===== src/rtl/regfile_mp.sv =====
// Multi-port register file for the decode stage: one write port, NUM_RD read ports,
// write-to-read bypass, optional hardwired zero register and optional registered reads.
module regfile_mp #(
  parameter int unsigned WIDTH   = 64,
  parameter int unsigned DEPTH   = 32,
  parameter int unsigned NUM_RD  = 2,
  parameter int unsigned ADDR_W  = $clog2(DEPTH),
  parameter int unsigned ZERO_EN = 1,
  parameter int unsigned REG_OUT = 0
) (
  input  logic                           clk,
  input  logic                           reset,
  input  logic                           wr_en,
  input  logic [ADDR_W-1:0]              wr_addr,
  input  logic [WIDTH-1:0]               wr_data,
  input  logic [NUM_RD-1:0]              rd_req,
  input  logic [NUM_RD-1:0][ADDR_W-1:0]  rd_addr,
  output logic [NUM_RD-1:0][WIDTH-1:0]   rd_data,
  output logic [NUM_RD-1:0]              rd_valid
);

  localparam logic [ADDR_W:0] DEPTH_X = (ADDR_W+1)'(DEPTH);
  localparam logic [ADDR_W:0] ZERO_X  = (ADDR_W+1)'(DEPTH - 1);

  logic [WIDTH-1:0]             mem [DEPTH];
  logic [NUM_RD-1:0][WIDTH-1:0] rd_val;
  logic                         wr_ok;

  // Out-of-range addresses are inert; they never alias modulo DEPTH.
  function automatic logic in_range(input logic [ADDR_W-1:0] a);
    return {1'b0, a} < DEPTH_X;
  endfunction

  function automatic logic is_zero(input logic [ADDR_W-1:0] a);
    return (ZERO_EN != 0) && ({1'b0, a} == ZERO_X);
  endfunction

  // Only a legal write updates storage or feeds the bypass.
  assign wr_ok = wr_en && in_range(wr_addr) && !is_zero(wr_addr);

  always_ff @(posedge clk or posedge reset) begin
    if (reset) begin
      mem <= '{default: '0};
    end else if (wr_ok) begin
      mem[wr_addr] <= wr_data;
    end
  end

  // Per-port priority: out-of-range, zero register, bypass, storage.
  always_comb begin
    rd_val = '0;
    for (int unsigned p = 0; p < NUM_RD; p++) begin
      if (!in_range(rd_addr[p]) || is_zero(rd_addr[p])) begin
        rd_val[p] = '0;
      end else if (wr_ok && (wr_addr == rd_addr[p])) begin
        rd_val[p] = wr_data;
      end else begin
        rd_val[p] = mem[rd_addr[p]];
      end
    end
  end

  if (REG_OUT != 0) begin : g_reg
    logic [NUM_RD-1:0][WIDTH-1:0] rd_q;
    logic [NUM_RD-1:0]            vld_q;

    // Data holds when not requested; valid marks the cycle after a request.
    always_ff @(posedge clk or posedge reset) begin
      if (reset) begin
        rd_q  <= '0;
        vld_q <= '0;
      end else begin
        for (int unsigned p = 0; p < NUM_RD; p++) begin
          vld_q[p] <= rd_req[p];
          if (rd_req[p]) begin
            rd_q[p] <= rd_val[p];
          end
        end
      end
    end

    assign rd_data  = rd_q;
    assign rd_valid = vld_q;
  end else begin : g_comb
    logic unused_req;

    assign unused_req = ^rd_req;
    assign rd_data    = rd_val;
    assign rd_valid   = '1;
  end

endmodule


===== config.mk =====
export PLATFORM = sky130hd
export DESIGN_NAME = regfile_mp
export DESIGN_NICKNAME = d
export VERILOG_FILES = /design/src/rtl/regfile_mp.sv
export SDC_FILE = /design/constraint.sdc
export NUM_CORES = 2
export LEC_CHECK = 0
export CAP_MARGIN = 20
export CORE_MARGIN = 2
export CORE_UTILIZATION = 49
export DETAILED_ROUTE_END_ITERATION = 12
export PLACE_DENSITY_LB_ADDON = 0.12
export REMOVE_ABC_BUFFERS = 1
export SLEW_MARGIN = 10
export SYNTH_ARGS = -nofsm -noshare
export SYNTH_HDL_FRONTEND = slang
export SYNTH_SLANG_ARGS = --single-unit

===== constraint.sdc =====
create_clock -name clk -period 166.7 [get_ports clk]
set_input_delay 33.34 -clock clk [delete_from_list [all_inputs] [get_ports clk]]
set_output_delay 33.34 -clock clk [all_outputs]
set_load 0.005 [all_outputs]

==> run_results.csv <==
group,metric,value,unit
detailed_routing,via_per_inst,6.66,
worst_setup_path,critPathBufInv,4,
worst_setup_path,cp.arrival,38.84,ns
detailed_routing,vias,67500,
floorplan,start_util,0.493,
yosys,synth_most_common_cell,"dfrtp_1",
sta,rsz0062_at_grt,"false",
worst_setup_path,cp-end-kind,"output port",
clock_network,cts.sinks,2048,
clock_network,cts_tree,"built",
hold_path,min_path_type,"reg -> reg",
clock_network,clockBufferDepth,3,
sta,slew_violations,0,
yosys,syn_area_per_cell,15.4,sq um
global_route,grt_pass1_vias,70200,
place,portBuffers,209,
worst_setup_path,cp-start-kind,"primary input",
outcome,status,"completed",
detailed_routing,wirelength,342,mm
detailed_routing,drtIter0Drc,6260,
yosys,yosys.area_share.simple,0.0222,
floorplan,rows,173,
detailed_routing,wl_per_cell,33.7,microns
clock_network,htree_levels,4,
yosys,synth_area,0.110,sq mm
detailed_routing,ant_nets,0,
yosys,synth_top_family_by_area,"multiplexers",
yosys,ys_types,48,
pwr,pwr_density_cell,12.0,mW/mm^2
yosys,async_reset_ff_frac,1.00,
sta,min_period_over_period,0.433,
floorplan,die_area,0.227,sq mm
yosys,seq_area_frac_synth,0.468,
sta,fin_tns_setup,0,ns
clock_network,clk_pin_slew_worst_paths,0.06,ns
yosys,synth_compound_area_frac,0.0230,
sta,tightest_slew,1.17,ns
finish,area_growth,10.8,%
worst_setup_path,slowest_stage,"clkdlybuf4s50_1",
finish,fillers,18000,
floorplan,io_pins,214,
detailed_routing,drc,0,
worst_setup_path,crit_start,"wr_addr[4]",
yosys,yosysTopAreaCellShare,0.468,
worst_setup_path,crit_family,"buffers and inverters",
worst_setup_path,crit-reg2reg-launch,"mem[712]$_DFFE_PP0P_",
finish,fin_area,0.121,sq mm
sta,clock-skew-final,0,ns
yosys,yosysTopAreaCell,"dfrtp_1",
place,gp_congestion,0.796,
floorplan,fp.dieH,477,microns
worst_setup_path,critPathKind,"in -> out",
yosys,syn_inst,7133,
yosys,synthFlopType,"dfrtp_1",
yosys,netlist_top_cells_count,"2048 x dfrtp_1, 1957 x mux2_2, 1024 x mux4_2",
floorplan,die_x,477,microns
finish,regArea,0.0512,sq mm
clock_network,cts_hold_buf,0,
finish,final_nets,7047,
worst_setup_path,crit_required,133.36,ns
place,postPlaceCellArea,0.113,sq mm
finish,largest_register_ffs,2048,
finish,reg.largest.list,"mem: 2048 flops",
yosys,synth.area.mux_share,0.449,
place,place_hpwl,183,mm
yosys,synth.area.top_cells,"dfrtp_1 47%, mux4_2 21%, mux2_2 20%",
yosys,synth_enable_flop_cells,0,
sta,hold_violations,0,
pwr,power_leakage,52.3,nW
sta,fmax,13.9,MHz
finish,multiInputGateArea,0.0547,sq mm
clock_network,clock_latency,0.88,ns
sta,finalSetupViolCount,0,
global_route,grt_pass1_wl,501,mm
yosys,synth-xor-area-share,0.000799,
global_route,grt_usage,0.301,
worst_setup_path,path_cells,"clkdlybuf4s50_1 -> nand3_2 -> o21ai_1 -> o31ai_4 -> buf_4 -> buf_4 -> nor2_1 -> nor4_1 -> clkdlybuf4s50_1",
hold_path,hp-start,"mem[32]$_DFFE_PP0P_",
sta,slew_headroom,0.218,
flow_run,maxCapViolCount,0,
finish,top_register,"mem",
clock_network,cts_buffers,222,
finish,postLayoutCoreUtil,0.546,
yosys,ys_seq_elements,2048,
global_route,grt-ovfl-total,0,
floorplan,core,0.222,sq mm
clock_network,cts_setup_buffers,0,
detailed_routing,dr.pass1.iters,5,
clock_network,root_buffer,"clkbuf_16",
finish,drive_gt1_frac,0.508,
global_route,grt_max_degree,174,
yosys,synthAdderAreaFrac,0,
sta,fin_hold_ws,0.391,ns
worst_setup_path,cpPeakStageDelay,0.91,ns
clock_network,cts-resized-gates,0,
worst_setup_path,critPathMaxFanout,36,
pwr,ir_drop,0.0118,mV
sta,final.min_clock_period,72.18,ns
global_route,antenna_found_initial,20,
yosys,ys_warn_count,0,
## cell families (layout without fill, tap and decap cells)
family	Yosys count	after routing
AOI/OAI and AO/OA	347	347
xor gates and xnor gates	10	10
muxes	3392	3392
DFF	2048	2048
and+or+nand+nor	499	499
buffers and inverters	836	851
other	1	11
## layout by cell type (no fill, tap or decap), types with 3 or more instances in the layout
cell type	synthesis	final
dfrtp_1	2048	2048
mux2_2	1957	1957
mux4_2	1024	1024
mux2i_1	382	382
a22oi_1	252	252
clkbuf_16	0	224
clkdlybuf4s50_1	0	201
buf_4	76	182
nor2_1	176	174
nand2_1	85	81
nor3_1	80	80
o22ai_1	79	79
clkbuf_8	0	58
clkinv_2	0	52
clkbuf_1	411	52
nor4_1	49	48
and3_1	47	47
buf_8	0	31
mux2_1	29	29
nor2_4	4	19
bufinv_16	0	12
xnor2_1	10	10
buf_12	0	10
diode_2	0	9
inv_6	0	9
nand2_8	0	8
buf_16	0	8
nor2b_4	0	7
nand4_1	6	6
nand2_4	0	4
a21oi_1	4	4
o31ai_4	1	4
nor3b_2	0	3
nand3b_1	3	3
inv_16	0	3
## area by class of cell
type,instances,share of cell area
Antenna cell,9,0.000186
Clock buffer,332,0.0541
Clock inverter,78,0.00646
Inverter,4,0.000186
Multi-Input combinational cell,4250,0.450
Sequential cell,2048,0.422
Tap cell,2975,0.0307
Timing Repair Buffer,437,0.0356
## where the power goes
| group | total (mW) | leakage [nW] | switching [mW] | internal, mW |
|---|---|---|---|---|
| Sequential | 0.657 | 26.3 | 0.0662 | 0.591 |
| Clock | 0.500 | 3.68 | 0.210 | 0.290 |
| Combinational | 0.304 | 22.3 | 0.117 | 0.187 |
| Total | 1.46 | 52.3 | 0.393 | 1.07 |
## through the flow
| stage | std cells | setup slack, ns | power, mW |
|---|---|---|---|
| global route | 10100 | 94.25 | 1.52 |
| finish | 10100 | 94.52 | 1.46 |
| floorplan | 6302 | 75.51 | 0.866 |
| CTS | 10100 | 94.42 | 1.47 |
| detailed placement | 9678 | 94.41 | 0.967 |
| global placement | 9677 | 94.40 | 0.954 |
## path summary, 6_finish.rpt
| kind | end | slack (ns) | cells after the start |
|---|---|---|---|
| worst max-delay path | rd_data[93] | 94.52 | 9 |
| worst min-delay path | mem[32]$_DFFE_PP0P_ | 0.39 | 0 |
| worst max register to register | mem[712]$_DFFE_PP0P_ | 165.87 | 1 |
| worst min register to register | mem[32]$_DFFE_PP0P_ | 0.39 | 0 |
| max in group asynchronous | mem[17]$_DFFE_PP0P_ | 128.44 | 8 |
| min in group asynchronous | mem[1780]$_DFFE_PP0P_ | 33.01 | 2 |
## layer usage
layer  up-vias  track usage  wire length, microns
met5         -            0                    69
met4        10       0.0819                  8980
met3       530       0.0548                 23800
met2      2513        0.478                163000
met1     37100        0.427                146000
li1      27300            -                     -
No activity file was read; power rests on OpenSTA's default activity.
